**config.mk**
```make
export PLATFORM = sky130hd
export DESIGN_NAME = int_arbiter
export DESIGN_NICKNAME = d
export VERILOG_FILES = /design/src/rtl/int_arbiter.sv
export SDC_FILE = /design/constraint.sdc
export NUM_CORES = 1
export LEC_CHECK = 0
export BUFFER_PORTS_ARGS = -buffer_cell sky130_fd_sc_hd__buf_2
export CAP_MARGIN = 20
export CORE_MARGIN = 1
export CORE_UTILIZATION = 38
export CTS_CLUSTER_DIAMETER = 120
export DETAILED_ROUTE_END_ITERATION = 10
export PLACE_DENSITY_LB_ADDON = 0.1
export RECOVER_POWER = 50
export SLEW_MARGIN = 0
export SYNTH_ARGS = -nofsm -noshare
export SYNTH_HDL_FRONTEND = slang
export SYNTH_SLANG_ARGS = --single-unit
```
**constraint.sdc**
```tcl
create_clock -name clk -period 5.1 [get_ports clk]
set_input_delay 0.765 -clock clk [delete_from_list [all_inputs] [get_ports clk]]
set_output_delay 0.765 -clock clk [all_outputs]
set_load 0.005 [all_outputs]
```
**src/rtl/int_arbiter.sv**
```systemverilog
// Priority interrupt controller: synchronises raw request lines, latches rising edges as pending,
// and presents the lowest-index eligible source to the CPU over a valid/ack handshake with EOI nesting.
module int_arbiter #(
    parameter int              N_SRC    = 16,
    parameter int              ID_W     = (N_SRC > 1) ? $clog2(N_SRC) : 1,
    parameter logic [N_SRC-1:0] MASK_RST = '1
) (
    input  logic             clk,
    input  logic             RESETN,
    input  logic [N_SRC-1:0] int_raw,
    input  logic             mask_we,
    input  logic [N_SRC-1:0] mask_wdata,
    input  logic             ovf_clr,
    output logic             irq_valid,
    output logic [ID_W-1:0]  irq_id,
    input  logic             irq_ack,
    input  logic             irq_eoi,
    output logic [N_SRC-1:0] pending,
    output logic [N_SRC-1:0] in_service,
    output logic [N_SRC-1:0] overflow
);

    typedef enum logic {IDLE, REQ} state_t;

    state_t           state_q, state_d;
    logic [ID_W-1:0]  id_q, id_d;
    logic [N_SRC-1:0] sync1_q, sync2_q, prev_q;
    logic [N_SRC-1:0] pending_q, pending_d;
    logic [N_SRC-1:0] in_service_q, in_service_d;
    logic [N_SRC-1:0] overflow_q, overflow_d;
    logic [N_SRC-1:0] mask_q, mask_d;

    logic [N_SRC-1:0] rise, lowest_is, eligible, held_vec, ack_vec, eoi_vec;
    logic [ID_W-1:0]  winner;
    logic             ack_fire;

    // Isolating the lowest in-service bit gives both the EOI target and the
    // preemption threshold: (lowest - 1) is all ones below top, or all ones when idle.
    assign rise      = sync2_q & ~prev_q;
    assign lowest_is = in_service_q & (~in_service_q + N_SRC'(1));
    assign eligible  = pending_q & mask_q & (lowest_is - N_SRC'(1));
    assign held_vec  = N_SRC'(1) << id_q;
    assign ack_fire  = (state_q == REQ) && irq_ack;
    assign ack_vec   = ack_fire ? held_vec : '0;
    assign eoi_vec   = irq_eoi ? lowest_is : '0;

    // NOTE: every always_comb output gets a default first so no latch is inferred.
    always_comb begin
        winner = '0;
        for (int i = N_SRC - 1; i >= 0; i--) begin
            if (eligible[i]) winner = ID_W'(i);
        end
    end

    always_comb begin
        // EOI retires the old lowest bit before the accepted source is added.
        in_service_d = (in_service_q & ~eoi_vec) | ack_vec;
        pending_d    = (pending_q & ~ack_vec) | rise;
        overflow_d   = (ovf_clr ? '0 : overflow_q) | (rise & pending_q);
        mask_d       = mask_we ? mask_wdata : mask_q;
    end

    always_comb begin
        state_d = state_q;
        id_d    = id_q;
        case (state_q)
            IDLE: begin
                if (|eligible) begin
                    state_d = REQ;
                    id_d    = winner;
                end
            end
            REQ: begin
                if (ack_fire || !(|(eligible & held_vec))) state_d = IDLE;
            end
            default: state_d = IDLE;
        endcase
    end

    always_comb begin
        irq_valid  = (state_q == REQ);
        irq_id     = id_q;
        pending    = pending_q;
        in_service = in_service_q;
        overflow   = overflow_q;
    end

    // NOTE: sequential state uses non-blocking assignments so all flops update together.
    always_ff @(posedge clk or negedge RESETN) begin
        if (!RESETN) begin
            state_q      <= IDLE;
            id_q         <= '0;
            sync1_q      <= '0;
            sync2_q      <= '0;
            prev_q       <= '0;
            pending_q    <= '0;
            in_service_q <= '0;
            overflow_q   <= '0;
            mask_q       <= MASK_RST;
        end else begin
            state_q      <= state_d;
            id_q         <= id_d;
            sync1_q      <= int_raw;
            sync2_q      <= sync1_q;
            prev_q       <= sync2_q;
            pending_q    <= pending_d;
            in_service_q <= in_service_d;
            overflow_q   <= overflow_d;
            mask_q       <= mask_d;
        end
    end

endmodule

```
==> Word level (Yosys, flattened, before mapping) <==
Cells that the tools add are included.
{ "totals": {"ff_bits": 117, "out_inout_bits": 53} }
{ "classes": {"addsub": 2, "shifts": 1, "mux": 22, "n_bitwise": 16, "n_reduce_logical": 6} }
{ "ops": {"columns": ["operator", "n"], "rows": [
  ["$and 16x16->16", 8],
  ["$mux 4", 16],
  ["$not 16->16", 4],
  ["$mux 16", 3],
  ["$or 16x16->16", 3],
  ["$reduce_or 16->1", 2],
  ["$add 16x1->16 const B", 1],
  ["$shl 1x4->16 const A", 1],
  ["$sub 16x1->16 const B", 1],
  ["$mux 1", 2],
  ["$pmux 1 s2", 1],
  ["$reduce_and 2->1", 1],
  ["$logic_and 1x1->1", 1],
  ["$logic_not 1->1", 1],
  ["$logic_or 1x1->1", 1],
  ["$not 1->1", 1]
]} }

==> Logic depth before layout (Yosys ltp) <==
Gate-level depths: netlist of run 1.
{ "depth": {"depth_word": 21, "depth_mapped": 8, "ltp_nobuf": 6} }

==> Worst setup path before layout of run 1 <==
OpenSTA, ideal clock, no wires.
{ "synth_timing": {"path_kind": "flip-flop to flip-flop", "start": "register in_service_q[10] (netlist: in_service[10])", "end": "register id_q[0] (netlist: irq_id[0])", "arrival_time_ns": 1.901, "required_time_ns": 4.990, "setup_slack_ns": 3.088, "stages_incl_launch_ff": 6, "n_path_buf": 0, "synth_period_minus_slack_ns": 2.012, "cell_sequence": "dfrtp_1 -> or4_4 -> nor2_4 -> o311ai_4 -> a41o_1 -> o41ai_1"} }
{ "synth_between": {"elab_chain_len": 21, "word_cells_on_any_way": 23, "cone_classes": "2 x add/sub; 16 x mux; 3 x bitwise; 2 x reduce/logical"} }
{ "synth_rtl": {"columns": ["item", "line", "text"], "rows": [
  ["start: declaration", "29", "logic [N_SRC-1:0] in_service_q, in_service_d;"],
  ["start signal: assignment", "107", "in_service_q <= in_service_d;"],
  ["$not 16->16", "40", "assign lowest_is = in_service_q & (~in_service_q + N_SRC'(1));"],
  ["$add 16x1->16", "40", null],
  ["$and 16x16->16 *", "40", null],
  ["$sub 16x1->16 *", "41", "assign eligible = pending_q & mask_q & (lowest_is - N_SRC'(1));"],
  ["$and 16x16->16 *", "41", null],
  ["$mux 4 (16 in series)", "51", "if (eligible[i]) winner = ID_W'(i);"],
  ["end signal: assignment", "102", "id_q <= id_d;"],
  ["end: declaration", "26", "logic [ID_W-1:0] id_q, id_d;"]
]} }
Every way passes the cells marked *; elsewhere a longest branch is shown, timed or not.
A chain may end at the register's enable or synchronous reset.

==> Worst setup path after layout of run 1 <==
{ "layout_timing": {"start": "register in_service_q[0] (netlist: in_service[0])", "end": "register id_q[1] (netlist: irq_id[1])"} }
The elaborated chain is that of the path after synthesis.

==> flow_summary.json, run 1 <==
{
  "worstPathArrival_ns": 2.68,
  "violations": "DRC, capacitance limit, slew limit",
  "hp-class": "register to register",
  "fp-row-count": 39,
  "routed_via_density": 5.005,
  "end_kind": "register",
  "cts_max_level": 4,
  "hold_buffers": 0,
  "hold-worst-slack_ns": 0.3458,
  "reg2reg_slack_ns": 2.70,
  "start_util_pct": 39.75,
  "numClockSinks": 117,
  "path_class": "register to register",
  "placed_cell_area_sq_mm": 0.005180,
  "grt_max_degree": 82,
  "dpl.hpwl_um": 7925,
  "rsz0062_at_grt": "no",
  "syn2layout_area_growth_pct": 25.91,
  "worst-path-buf-inv": 0,
  "die_h_um": 112.2,
  "fin_crit_sh_pct": 47.10,
  "yosys_register_bits": 117,
  "cts_resized": 0,
  "total_power_mw": 3.361,
  "async_reset_ff_share_pct": 100.0,
  "ioPinCount": 91,
  "power_frac_clock_pct": 36.1,
  "fmax_ghz": 0.4163,
  "p_per_area_mw_per_mm2": 578.2,
  "cp_slowest_cell": "dfrtp_1",
  "min_period_ns": 2.402,
  "fin_setup_tns_ns": 0,
  "path_cells": "nor4_4 > and3_1 > o31ai_1 > a41o_1 > o41ai_1",
  "antenna_found_initial": 0,
  "drt-total-wl_um": 11080,
  "drv_slew": 30,
  "swShare_pct": 33.52,
  "ys_seq_area_share_pct": 63.85,
  "drv_cap": 1,
  "p_switching_mw": 1.126,
  "ys_warn_count": 0,
  "vias": 3283,
  "postSynthCellCount": 400,
  "cp_slowest_stage_delay_ns": 0.49,
  "crit_path_start_kind": "register",
  "io_buffers": 90,
  "seqPwrFrac_pct": 36.9,
  "maxSlewHeadroom_pct": -10.44,
  "wl_per_cell_um": 16.89,
  "status": "complete, but fails checks",
  "grt.total_usage_pct": 19.26,
  "ir_worst_vdd_mv": 0.2779,
  "cts_tree": "done",
  "drive_above_1_share_pct": 31.77,
  "root_buffer": "clkbuf_16",
  "synth.net_count": 438,
  "grt_pass1_vias": 3376,
  "setup_viol": 0,
  "drt_iter0_drc": 143,
  "crit_family": "compound AO/OA/AOI/OAI gates",
  "clkLatencyLatePin_ns": 0.41,
  "grt_first_pass_wirelength_um": 18240,
  "core_region_area_sq_mm": 0.01161,
  "synth_edf_count": 0,
  "overflow": 0,
  "antenna_cells": 0,
  "intPower_mw": 2.235,
  "cts_buffers": 17,
  "nets": 538,
  "pwr-share-comb_pct": 27.0,
  "fin_worst_skew_ns": 0.009067,
  "ant_nets": 0,
  "hold_violations": 0,
  "clkTransAtPathRegs_ns": 0.06,
  "leakage_nw": 2.755,
  "grtUsageMet3_pct": 6.911,
  "final_area_sq_mm": 0.005813,
  "use_met1_pct": 27.60,
  "critPathRequiredTime_ns": 5.38,
  "post-cts-setup-buffers": 0,
  "met2_usage_pct": 27.12,
  "die_area_sq_mm": 0.01259,
  "yosys_most_used_dff": "dfrtp_1",
  "ys_types": 50,
  "fp.dieW_um": 112.2,
  "worst_pin_slew_ns": 1.657,
  "worst-path-max-fanout": 9,
  "syn_avg_cell_area_sq_um": 11.54,
  "grt.busiest_layer": "met1",
  "post-route-drc-count": 4,
  "cts_buffer_depth": 2,
  "synthesis.area_sq_mm": 0.004617,
  "first_pass_iters": 7,
  "place.gp.congestion": 0.8438
}
## worst reg2reg max path, stage by stage, from the launching register on
cell and delay, ns:
dfrtp_1 0.49, nor4_4 0.46, and3_1 0.41, o31ai_1 0.17, a41o_1 0.32, o41ai_1 0.43
## power groups by stage
stage | Clock, mW | Combinational, mW | Sequential [mW]
floorplan | 0 | 0.673 | 1.18
global placement | 0 | 0.915 | 1.25
detailed placement | 0 | 0.903 | 1.25
CTS | 1.24 | 0.910 | 1.24
global route | 1.28 | 1.00 | 1.27
finish | 1.21 | 0.908 | 1.24
## routing by layer
metal | wire length, um | vias to the layer above | part of all wire, %
li1 | - | 1583 | -
met1 | 5386 | 1601 | 49
met3 | 651 | 8 | 5.9
met5 | 0 | - | 0
met2 | 4946 | 91 | 45
met4 | 99 | 0 | 0.89
## state kept, by name, indices dropped and copies added (netlist names)
register / flops
pending: 16
overflow: 16
sync1_q: 16
sync2_q: 16
irq_valid: 1
in_service: 16
mask_q: 16
irq_id: 4
prev_q: 16
## synthesized netlist by cell type (all sizes together) (3+ instances only)
cell,instances,share of area [%]
dfstp,16,9.1
buf,3,0.57
nor3,5,0.54
mux2,17,4.1
clkbuf,8,1.1
nor2,20,1.8
nand2,71,5.8
a21oi,12,1.5
inv,21,1.7
a21o,16,2.6
a31oi,4,0.54
o41ai,4,0.76
nand2b,3,0.41
o31ai,4,0.65
nand3,11,1.2
nand3b,6,0.98
o21ai,28,3.0
a41o,3,0.68
nor4,5,1.0
dfrtp,101,55
nor2b,17,2.4
mux2i,3,0.65
## placed cells by master, fill, tap and decap left out, types with 2 or more instances in the layout
cell type,synthesis,layout
nand2_1,71,71
nand4b_1,2,2
nor4_1,4,4
a21o_1,16,16
clkinvlp_4,0,2
inv_1,21,21
nand2b_1,3,3
nor3_1,5,5
bufinv_16,0,3
dfstp_2,16,16
nand3_1,11,11
clkbuf_8,2,2
o31ai_1,4,4
o41ai_1,4,4
clkbuf_1,6,4
mux2i_1,3,3
buf_2,0,88
nor2_1,19,19
a21oi_1,11,11
clkinv_4,0,3
o21ai_0,27,27
nor2b_1,16,16
mux2_2,17,17
a41o_1,2,2
nand3b_1,6,6
clkinv_2,0,2
clkbuf_16,0,17
a31oi_1,4,4
dfrtp_1,101,101
or3_1,2,2
## metrics by stage
stage / instances / util, % / setup WS (ns)
6_report: 656 / 50.05 / 2.698
5_1_grt: 656 / 50.05 / 2.462
4_1_cts: 655 / 49.86 / 2.694
3_5_place_dp: 623 / 44.60 / 2.733
3_3_place_gp: 623 / 44.60 / 2.788
2_1_floorplan: 400 / - / 3.088
## final cells by class
class / instances / area [sq um]
Clock buffer: 21 / 460.4
Clock inverter: 11 / 150.1
Fill cell: 1087 / 5801
Inverter: 22 / 82.58
Multi-Input combinational cell: 250 / 1510
Sequential cell: 117 / 2948
Tap cell: 143 / 178.9
Timing Repair Buffer: 92 / 483.0
## final timing paths
path	from	to	depth (start not counted)
worst min-delay path	sync1_q[5]	sync2_q[5]	0
worst max-delay path	in_service[0]	irq_id[1]	5
min in group asynchronous	RESETN	sync2_q[12]	1
worst min register to register	sync1_q[5]	sync2_q[5]	0
max in group asynchronous	RESETN	mask_q[15]	2
worst max register to register	in_service[0]	irq_id[1]	5
## cells by family (layout without fill, tap and decap cells)
family / after synthesis / after routing / synth area share [%]
and+or+nand+nor: 149 / 149 / 15.88
DFF: 117 / 117 / 63.85
AOI/OAI and AO/OA: 81 / 81 / 12.03
buffers and inverters: 33 / 146 / 3.442
muxes: 20 / 20 / 4.797
Note: power is estimated with default switching activity, not from simulation.
==> inputs of run 2 (changes only) <==
==> constraint.sdc (replaced) <==
create_clock -name clk -period 2 [get_ports clk]
set_input_delay 0.3 -clock clk [delete_from_list [all_inputs] [get_ports clk]]
set_output_delay 0.3 -clock clk [all_outputs]
set_load 0.005 [all_outputs]
==> run 2 against run 1 <==
Compared with the run above: the flow finishes with violations (DRC); largest power group is now combinational cells; sequential power is 140% higher; routed wire length is 6.8% higher; worst setup slack lost 2.7 ns; register-to-register slack got worse by 2.7 ns; utilization is 4.4 points higher.
==> flow_summary.json, run 2 (synthesized netlist as in run 1, its figures left out) <==
{
  "status": "complete, but fails checks",
  "violations": "DRC",
  "root_buffer": "clkbuf_16",
  "numClockSinks": 117,
  "routed_via_density": 4.912,
  "r2r_cells": 6,
  "ioPinCount": 91,
  "grt_pass1_vias": 3547,
  "first_pass_iters": 7,
  "seqPwrFrac_pct": 31.8,
  "path_class": "register to register",
  "crit_path_start_kind": "register",
  "overflow": 0,
  "total_power_mw": 9.529,
  "drt_iter0_drc": 170,
  "hold-worst-slack_ns": 0.1079,
  "end_kind": "register",
  "nets": 596,
  "p_per_area_mw_per_mm2": 1507,
  "maxSlewHeadroom_pct": 24.53,
  "hp-class": "input pin to register",
  "critPathRequiredTime_ns": 2.31,
  "pwr-share-comb_pct": 35.4,
  "swShare_pct": 32.90,
  "grt_max_degree": 118,
  "dpl.hpwl_um": 8366,
  "power_frac_clock_pct": 32.8,
  "fp.dieW_um": 112.2,
  "worstPathArrival_ns": 2.29,
  "leakage_nw": 3.033,
  "grt_first_pass_wirelength_um": 19030,
  "fmax_ghz": 0.5053,
  "antenna_found_initial": 0,
  "layout_common_cells": "dfrtp_1, buf_2, nand2_1, buf_4, o21ai_0",
  "cp_slowest_stage_delay_ns": 0.41,
  "utilization_pct": 54.45,
  "final_area_sq_mm": 0.006324,
  "fin_crit_sh_pct": 98.95,
  "min_path_cells": 2,
  "start_util_pct": 39.75,
  "grt.total_usage_pct": 20.45,
  "ant_nets": 0,
  "place.gp.congestion": 0.8534,
  "cp_slowest_cell": "dfrtp_1",
  "fp-row-count": 39,
  "fin_worst_skew_ns": 0.006290,
  "rsz0062_at_grt": "yes",
  "wl_per_cell_um": 16.57,
  "path_cells": "nor4_4 > buf_4 > nand3_1 > and3b_2 > a41o_4 > o41ai_2",
  "io_buffers": 90,
  "final_common_cell": "dfrtp_1",
  "cts_buffers": 17,
  "clkTransAtPathRegs_ns": 0.06,
  "clkLatencyLatePin_ns": 0.42,
  "vias": 3507,
  "cts_tree": "done",
  "ir_worst_vdd_mv": 0.7378,
  "final_cell_count_no_fill": 714,
  "cts_max_level": 4,
  "intPower_mw": 6.394,
  "worst-path-max-fanout": 6,
  "drv_cap": 0,
  "dp_cells": 662,
  "cts_buffer_depth": 2,
  "drt-total-wl_um": 11830,
  "setup_viol": 0,
  "die_area_sq_mm": 0.01259,
  "min_period_ns": 1.979,
  "placed_cell_area_sq_mm": 0.005485,
  "post-route-drc-count": 3,
  "syn2layout_area_growth_pct": 36.96,
  "worst_pin_slew_ns": 1.132,
  "drv_slew": 0,
  "core_region_area_sq_mm": 0.01161,
  "hold_violations": 0,
  "p_switching_mw": 3.134,
  "die_h_um": 112.2,
  "antenna_cells": 0,
  "drive_above_1_share_pct": 37.13
}
-- run 2: worst paths after layout --
check                      slack (ns)           end           start
max in group asynchronous        0.56    prev_q[12]          RESETN
min reg2reg                      0.35    sync2_q[0]      sync1_q[0]
max reg2reg                      0.02     irq_id[0]   in_service[0]
min in group asynchronous        0.63  overflow[12]          RESETN
min                              0.11    mask_q[10]  mask_wdata[10]
max                              0.02     irq_id[0]   in_service[0]
-- run 2: routing by layer --
layer  GRT usage (%)  part of all wire [%]  vias to the layer above
li1                -                     -                     1709
met1           27.47                    48                     1707
met2           30.89                    46                       76
met3           6.641                   4.7                       15
met4           7.822                   1.3                        0
met5               0                     0                        -
-- run 2: timing repair --
item / in CTS / in global routing
setup buffers: 1 / 2
pin swaps: 2 / 3
cloned: 0 / 0
endpoints found under the hold margin: 46 / 0
hold buffers: 17 / 0
setup endpoints to repair: 3 / 6
gates resized for setup: 4 / 5
-- run 2: critical path: cells and delay by family, from the launching register on --
family | cells | cell delay (ns)
buffers and inverters | 1 | 0.18
and+or+nand+nor | 3 | 0.64
DFF | 1 | 0.41
AOI/OAI and AO/OA | 2 | 0.64
-- run 2: stage by stage --
stage / worst slack, ns / TNS [ns]
floorplan: 0.02044 / 0
global route: -0.02606 / -0.05179
finish: 0.02100 / 0
global placement: -0.08827 / -0.1812
detailed placement: -0.1597 / -0.3411
CTS: 0.01473 / 0
-- run 2: final cells by class --
class	instances	area, sq um
well taps	143	178.9
clock inverters	11	151.4
repair buffers	150	944.7
inverters	22	82.58
clock buffers	21	460.4
multi-input cells	250	1558
fillers	1070	5290
flip-flops and latches	117	2948
-- run 2: power groups by stage --
| stage | logic, mW | clock network, mW | registers, mW |
|---|---|---|---|
| 2_1_floorplan | 1.71 | 0 | 3.01 |
| 3_3_place_gp | 3.11 | 0 | 3.05 |
| 3_5_place_dp | 3.12 | 0 | 3.06 |
| 4_1_cts | 3.27 | 3.20 | 3.03 |
| 5_1_grt | 3.68 | 3.30 | 3.07 |
| 6_report | 3.38 | 3.13 | 3.03 |
